## src/rtl/decim_avg_fifo.sv

```systemverilog
// decim_avg_fifo: block-average decimator (M = 2^LOG2_M) for the FIR output
// stream, with a small output FIFO on a valid/ready port and sticky overflow.
module decim_avg_fifo #(
   parameter int DATA_WIDTH = 16,
   parameter int LOG2_M     = 2,
   parameter int FIFO_DEPTH = 4
) (
   input  logic                              clk,
   input  logic                              reset_n,
   input  logic                              in_valid,
   input  logic signed [DATA_WIDTH-1:0]      in_data,
   output logic                              out_valid,
   input  logic                              out_ready,
   output logic signed [DATA_WIDTH-1:0]      out_data,
   output logic [$clog2(FIFO_DEPTH):0]       fifo_count,
   output logic                              overflow,
   input  logic                              clear_ovf
);

   localparam int AW = DATA_WIDTH + LOG2_M;
   localparam int PW = (LOG2_M > 0) ? LOG2_M : 1;
   localparam int FW = $clog2(FIFO_DEPTH);
   localparam int CW = FW + 1;
   localparam logic [PW-1:0] PH_LAST = PW'((1 << LOG2_M) - 1);
   localparam logic [CW-1:0] FULL_CNT = CW'(FIFO_DEPTH);

   logic signed [AW-1:0]         acc;
   logic signed [AW-1:0]         sum;
   logic [PW-1:0]                ph;
   logic                         last;
   logic signed [DATA_WIDTH-1:0] result;

   logic [DATA_WIDTH-1:0]        mem [FIFO_DEPTH];
   logic [FW-1:0]                wr_ptr;
   logic [FW-1:0]                rd_ptr;
   logic [CW-1:0]                count;

   logic                         push_req;
   logic                         pop;
   logic                         full;
   logic                         do_push;
   logic                         drop;

   // Block sum including the current sample; the full M-sample sum fits AW
   assign sum  = acc + AW'(in_data);
   assign last = (ph == PH_LAST);

   generate
      if (LOG2_M > 0) begin : g_avg
         logic signed [AW-1:0] rnd_sum;
         logic                 unused_frac;
         // Round half up; M*max + M/2 still stays below 2^(AW-1)
         assign rnd_sum     = sum + AW'(2 ** (LOG2_M - 1));
         assign result      = rnd_sum[AW-1:LOG2_M];
         assign unused_frac = ^rnd_sum[LOG2_M-1:0];
      end else begin : g_pass
         assign result = in_data;
      end
   endgenerate

   // Accumulate-and-dump: clear on the M-th sample, hold while idle
   always_ff @(posedge clk or negedge reset_n) begin
      if (!reset_n) begin
         acc <= '0;
         ph  <= '0;
      end else if (in_valid) begin
         if (last) begin
            acc <= '0;
            ph  <= '0;
         end else begin
            acc <= sum;
            ph  <= ph + PW'(1);
         end
      end
   end

   assign push_req = in_valid && last;
   assign out_valid = (count != '0);
   assign pop      = out_valid && out_ready;
   assign full     = (count == FULL_CNT);
   // A pop in the same cycle frees the slot the push needs
   assign do_push  = push_req && (!full || pop);
   assign drop     = push_req && full && !pop;

   // FIFO storage; contents are don't-care until written
   always_ff @(posedge clk) begin
      if (do_push) begin
         mem[wr_ptr] <= result;
      end
   end

   // FIFO pointers and occupancy
   always_ff @(posedge clk or negedge reset_n) begin
      if (!reset_n) begin
         wr_ptr <= '0;
         rd_ptr <= '0;
         count  <= '0;
      end else begin
         if (do_push) begin
            wr_ptr <= wr_ptr + FW'(1);
         end
         if (pop) begin
            rd_ptr <= rd_ptr + FW'(1);
         end
         unique case (1'b1)
            (do_push && !pop): count <= count + CW'(1);
            (pop && !do_push): count <= count - CW'(1);
            default:           count <= count;
         endcase
      end
   end

   // Sticky overflow: a dropped result wins over a clear request
   always_ff @(posedge clk or negedge reset_n) begin
      if (!reset_n) begin
         overflow <= 1'b0;
      end else if (drop) begin
         overflow <= 1'b1;
      end else if (clear_ovf) begin
         overflow <= 1'b0;
      end
   end

   // Head of FIFO, forced to zero when empty
   always_comb begin
      out_data = '0;
      if (out_valid) begin
         out_data = mem[rd_ptr];
      end
   end

   assign fifo_count = count;

endmodule

```

## config.mk

```make
export PLATFORM = sky130hd
export DESIGN_NAME = decim_avg_fifo
export DESIGN_NICKNAME = d
export VERILOG_FILES = /design/src/rtl/decim_avg_fifo.sv
export SDC_FILE = /design/constraint.sdc
export NUM_CORES = 1
export LEC_CHECK = 0
export CAP_MARGIN = 20
export CORE_ASPECT_RATIO = 1.4
export CORE_MARGIN = 2
export CORE_UTILIZATION = 50
export CTS_CLUSTER_SIZE = 16
export DETAILED_ROUTE_END_ITERATION = 8
export PLACE_DENSITY = 0.73
export SYNTH_ARGS = -nofsm -noshare
export SYNTH_HDL_FRONTEND = slang
export SYNTH_SLANG_ARGS = --single-unit
```

## constraint.sdc

```tcl
create_clock -name clk -period 2.6 [get_ports clk]
set_clock_uncertainty 0.05 [all_clocks]
set_input_delay 0.52 -clock clk [delete_from_list [all_inputs] [get_ports clk]]
set_output_delay 0.52 -clock clk [all_outputs]
set_load 0.02 [all_outputs]
```

Yosys cells after proc, flatten, opt, wreduce, memory -nomap -nowiden
Memory sizes are Yosys's and may differ from the RTL's.
Cells that the tools add are included.
{"block": "classes", "addsub": 7, "n_eq_ne": 2, "n_mux": 8, "reduce_logical": 14}
{"op": "18-bit by 16-bit adder with 18-bit output", "n": 1}
{"op": "18-bit by 3-bit adder with 18-bit output (second input constant)", "n": 1}
{"op": "18-bit 2-to-1 mux", "n": 1}
{"op": "16-bit 2-to-1 mux", "n": 1}
{"op": "1-bit logical AND", "n": 7}
{"op": "2-bit by 1-bit adder with 2-bit output (second input constant)", "n": 3}
{"op": "3-bit one-hot mux with 2 select lines", "n": 1}
{"op": "1-bit 2-to-1 mux", "n": 4}
{"op": "2-bit nonzero test", "n": 2}
{"op": "3-bit by 1-bit adder with 3-bit output (second input constant)", "n": 1}
{"op": "3-bit equality test (second input constant)", "n": 1}
{"op": "1-bit logical NOT", "n": 3}
{"op": "3-bit nonzero test", "n": 1}
{"op": "3-bit by 1-bit subtractor with 3-bit output (second input constant)", "n": 1}
{"op": "2-bit equality test (second input constant)", "n": 1}
{"op": "2-bit 2-to-1 mux", "n": 1}
{"op": "1-bit logical OR", "n": 1}
{"block": "word_totals", "ff_bits": 28, "mem_bits_rw": 64, "out_inout_bits": 21, "word_cells": 38, "mem_count": 1}
{"memory": "mem", "words": 4, "word_bits": 16, "read_ports": 1, "rd_clocked_by_memory_dff": 0, "write_ports": 1, "line_no": "33", "source": "logic [DATA_WIDTH-1:0] mem [FIFO_DEPTH];"}

Depth between registers and ports, before layout
{"block": "logic_depth", "word_depth": 7, "mapped_depth": 10, "mapped_depth_nobuf": 10}

Worst setup path after synthesis
No wires, ideal clock.
{"block": "synth_path", "kind": "input to register", "from": "input in_data[0]", "to": "memory mem[0][15], data pin", "arrival_time_ps": 2625, "t_required_ps": 2275, "setup_slack_ps": -350, "stages": 10, "n_path_buf": 0, "cell_sequence": "ha_1 fa_1 a21oi_1 o221ai_2 a21oi_4 nor2_2 o41ai_2 xnor2_1 nand4_1 xor2_1"}
{"block": "synth_between", "elab_chain_len": 2}
{"element": "start: declaration", "line_no": "11", "source": "input logic signed [DATA_WIDTH-1:0] in_data,"}
{"element": "18-bit by 16-bit adder with 18-bit output", "line_no": "45", "source": "assign sum = acc + AW'(in_data);"}
{"element": "18-bit by 3-bit adder with 18-bit output", "line_no": "53", "source": "assign rnd_sum = sum + AW'(2 ** (LOG2_M - 1));"}
{"element": "named net g_avg.rnd_sum[17]", "line_no": "50", "source": "logic signed [AW-1:0] rnd_sum;"}
{"element": "end: declaration", "line_no": "33"}
The timed path passes the listed nets, and every way through them passes these cells.

Worst setup path in the final report
{"block": "layout_path", "from": "register acc[0]", "to": "memory mem[3][15], data pin"}
{"block": "layout_between", "elab_chain_len": 2}
{"element": "start: declaration", "line_no": "27", "source": "logic signed [AW-1:0] acc;"}
{"element": "start signal: assignment", "line_no": "71", "source": "acc <= sum;"}
{"element": "18-bit by 16-bit adder with 18-bit output", "line_no": "45"}
{"element": "18-bit by 3-bit adder with 18-bit output", "line_no": "53"}
{"element": "named net g_avg.rnd_sum[17]", "line_no": "50"}
The timed path passes the listed nets, and every way through them passes these cells.

==> key figures <==
Route
  – Post-DRT Antenna Nets: 0
  – Via count: 3555
  – Drt first pass iters: 5
  – Via-per-instance ratio: 5.46
  – DR WL/cell: 18.7 µm
  – Final routed DRC violation total: 0
  – Iter 0 DRT Violations: 236
  – Final WL: 12200 µm

Critical path
  – Largest stage delay, worst path: 410 ps
  – Crit Path Max Fanout: 4
  – Critical Path AT: 2940 ps
  – FF-to-FF Start: acc[0]
  – Most used cell, CP: a21oi_4
  – Crit path launch type: flop
  – Crit path cell chain: ha_4 -> fa_2 -> a21oi_4 -> o221ai_4 -> a21oi_4 -> nor2_2 -> o41ai_4 -> xnor2_2 -> nand4_1 -> xor2_2
  – CP top delay family: compound AO/OA/AOI/OAI gates
  – Crit path required time: 2610 ps
  – Crit end category: flop
  – Worst path bufs/invs: 0
  – R2R Setup Slk: -330 ps
  – Worst r2r path cells: 10
  – Critical path type: reg2reg
  – R2R Path End: mem[3][15]
  – Critical path's slowest cell: dfrtp_1

Floorplan
  – Rows: 43
  – Die Height: 122 µm
  – Core Region: 9790 µm²
  – Top Ports: 42
  – Die area: 10700 µm²
  – Starting Density: 50.5%
  – Die Wd: 88.1 µm

Hold path
  – HP Start: ph[0]
  – Number of cells on the worst hold path: 1
  – Hold/Removal Path Class: reg2reg
  – WHS Endpoint: ph[0]

Global routing
  – Total gr overflow: 0
  – Vias in the first global route: 3668
  – Antenna violations before repair: 0
  – Largest net degree at the start of global routing: 29
  – First-pass GRT wire length: 18300 µm
  – Total GRT Usage: 22.9%

Synth
  – Ys async rst share: 30.4%
  – Post-synth cell types: 55
  – Seq cells post-synth: 92
  – Yosys warnings: 0
  – Post-Synthesis Cell Area: 4950 µm²
  – Top cells by area, synth: edfxtp_1 39%, dfrtp_1 14%, mux4_2 7.3%
  – Syn Inst Count: 383
  – Most used DFF post-synth: edfxtp_1
  – Post-synthesis area per instance: 12.9 µm²
  – Register area share after synthesis: 53.0%
  – Post-Syn Nets: 429
  – Synth top area share: 38.8%
  – Cell taking the most area after synthesis: edfxtp_1
  – Number of enable flip-flop cells after synthesis: 64

Pwr
  – Leak: 2.82 nW
  – VDD IR-drop max: 816 µV
  – PwrDens: 1480 nW/µm²

Placement
  – Gpl congestion: 0.885
  – Port Buffers: 41
  – Placed cell area: 6120 µm²
  – Dpl hpwl: 7520 µm
  – Dpl cells: 621

CTS
  – Clock-pin slew on the worst setup and hold paths: 60 ps
  – CTS Buffer Depth: 2
  – TritonCTS Sinks: 92
  – TritonCTS clock tree: built
  – H-tree levels: 3
  – CTS Buf Count: 9
  – Worst-Skew Late Latency: 350 ps
  – Root buffer cell: clkbuf_16

Run status
  – Failing checks: setup timing
  – Status: finished with violations

Timing
  – Fin. max-slew vios: 0
  – Slew @ Worst Pin: 505 ps
  – Final count of hold timing violations: 0
  – F_max: 342 MHz
  – Tcrit/Tclk final: 113%
  – Min Clock Period, post-route: 2930 ps
  – Rel. slew slack: 66.0%
  – Final WS setup: -325 ps
  – Worst hold slack: 439 ps
  – Setup Viol. Count Final: 45
  – RSZ-0062 raised after global routing: true

Finish
  – Area Overhead vs Synth: 41.6%
  – Non-Filler Instances: 651
  – Post-layout instance area: 7010 µm²
  – Area of the multi-input gates: 2600 µm²
  – Fillers: 636
  – Flip-flop and latch area: 2620 µm²
  – Layout cells sized above 1: 38.2%
  – N_diodes: 0
  – Commonest non-fill, non-tap cell in the layout: buf_4
  – Commonest non-fill, non-tap cells in the layout: 83 x buf_4, 64 x edfxtp_1, 38 x inv_1, 28 x dfrtp_1, 21 x dlygate4sd2_1
  – Nets@finish: 557

Job
  – Max-Cap Viols: 0
==> worst reg2reg max path, stage by stage, from the launching register on <==
cell	delay [ps]
dfrtp_1	410
ha_4	180
fa_2	380
a21oi_4	190
o221ai_4	150
a21oi_4	210
nor2_2	80
o41ai_4	380
xnor2_2	170
nand4_1	200
xor2_2	240
==> synthesized netlist by cell type (2+ instances only) <==
cell	count
edfxtp_1	64
inv_1	38
dfrtp_1	28
xnor2_1	24
ha_1	23
nor2b_1	19
a21oi_1	18
o22ai_1	17
mux4_2	16
nand2_1	16
clkbuf_1	10
nor2_1	10
o21ai_0	9
xor2_1	8
nand3_1	6
a21o_1	5
and2_1	5
nor3_1	5
nand4_1	4
xnor2_2	4
a21oi_2	3
and3_1	3
buf_2	3
mux2i_1	3
nand3b_1	3
o21ai_1	3
a21oi_4	2
a22oi_1	2
a31oi_1	2
and4_1	2
buf_6	2
fa_1	2
nand2b_1	2
==> metrics by stage <==
step	power, mW	TNS (ps)	utilization [%]	setup WS, ps
after floorplan	5.59	-2020	-	-209
after global placement	7.60	-34140	62.5	-709
after detailed placement	7.78	-37970	62.5	-780
after CTS	9.77	-3570	69.3	-186
after global routing	10.9	-11050	71.6	-408
final	10.4	-7140	71.6	-325
==> layout make-up <==
type	count	share of cell area [%]
sequential	92	37.4
multi-input combinational	238	37.2
timing repair buffer	132	16.3
clock buffer	13	3.71
tap	135	2.41
inverter	38	2.04
clock inverter	3	0.982
==> state kept, by name, indices dropped and copies added (netlist names) <==
register and cells:
acc 18, fifo_count 3, mem 64, overflow 1
ph 2, rd_ptr 2, wr_ptr 2
==> routing by layer <==
layer	vias to the layer above	GRT usage, %	wire length (µm)	part of all wire (%)
met5	-	0	0	0
met4	0	7.95	282	2.3
met3	27	3.93	474	3.9
met2	114	41.8	6850	56
met1	1763	26.9	4570	38
li1	1651	-	-	-
==> power by group <==
group | switching, mW | internal (mW) | leakage [nW]
Sequential | 0.199 | 2.29 | 0.923
Clock | 0.553 | 0.898 | 0.160
Combinational | 3.31 | 3.14 | 1.74
Total | 4.06 | 6.32 | 2.82
==> logic make-up after synthesis <==
group,Yosys count,share of synthesized area (%)
compound gates,73,11.0
flops,92,53.0
mux,20,8.12
buf+inv,53,4.40
fa+ha+maj,25,6.62
xor+xnor,37,7.31
simple gates,83,9.58
==> how the worst max path moves through the flow <==
stage | startpoint | to | slack (ps) | depth (start not counted)
final | acc[0] | mem[3][15] | -330 | 10
after CTS | acc[0] | mem[0][14] | -190 | 11
after floorplan | in_data[0] | mem[0][15] | -210 | 10
after global placement | in_data[0] | mem[0][15] | -710 | 12
after global routing | acc[0] | mem[3][15] | -410 | 11
after detailed placement | in_data[0] | mem[0][14] | -780 | 12
==> timing repair <==
item	in CTS	in global routing
hold buffers	0	0
gates resized for setup	66	27
setup buffers	8	7
endpoints found under the setup margin	70	44
pin swaps	25	9
(Power assumes the default switching activity.)
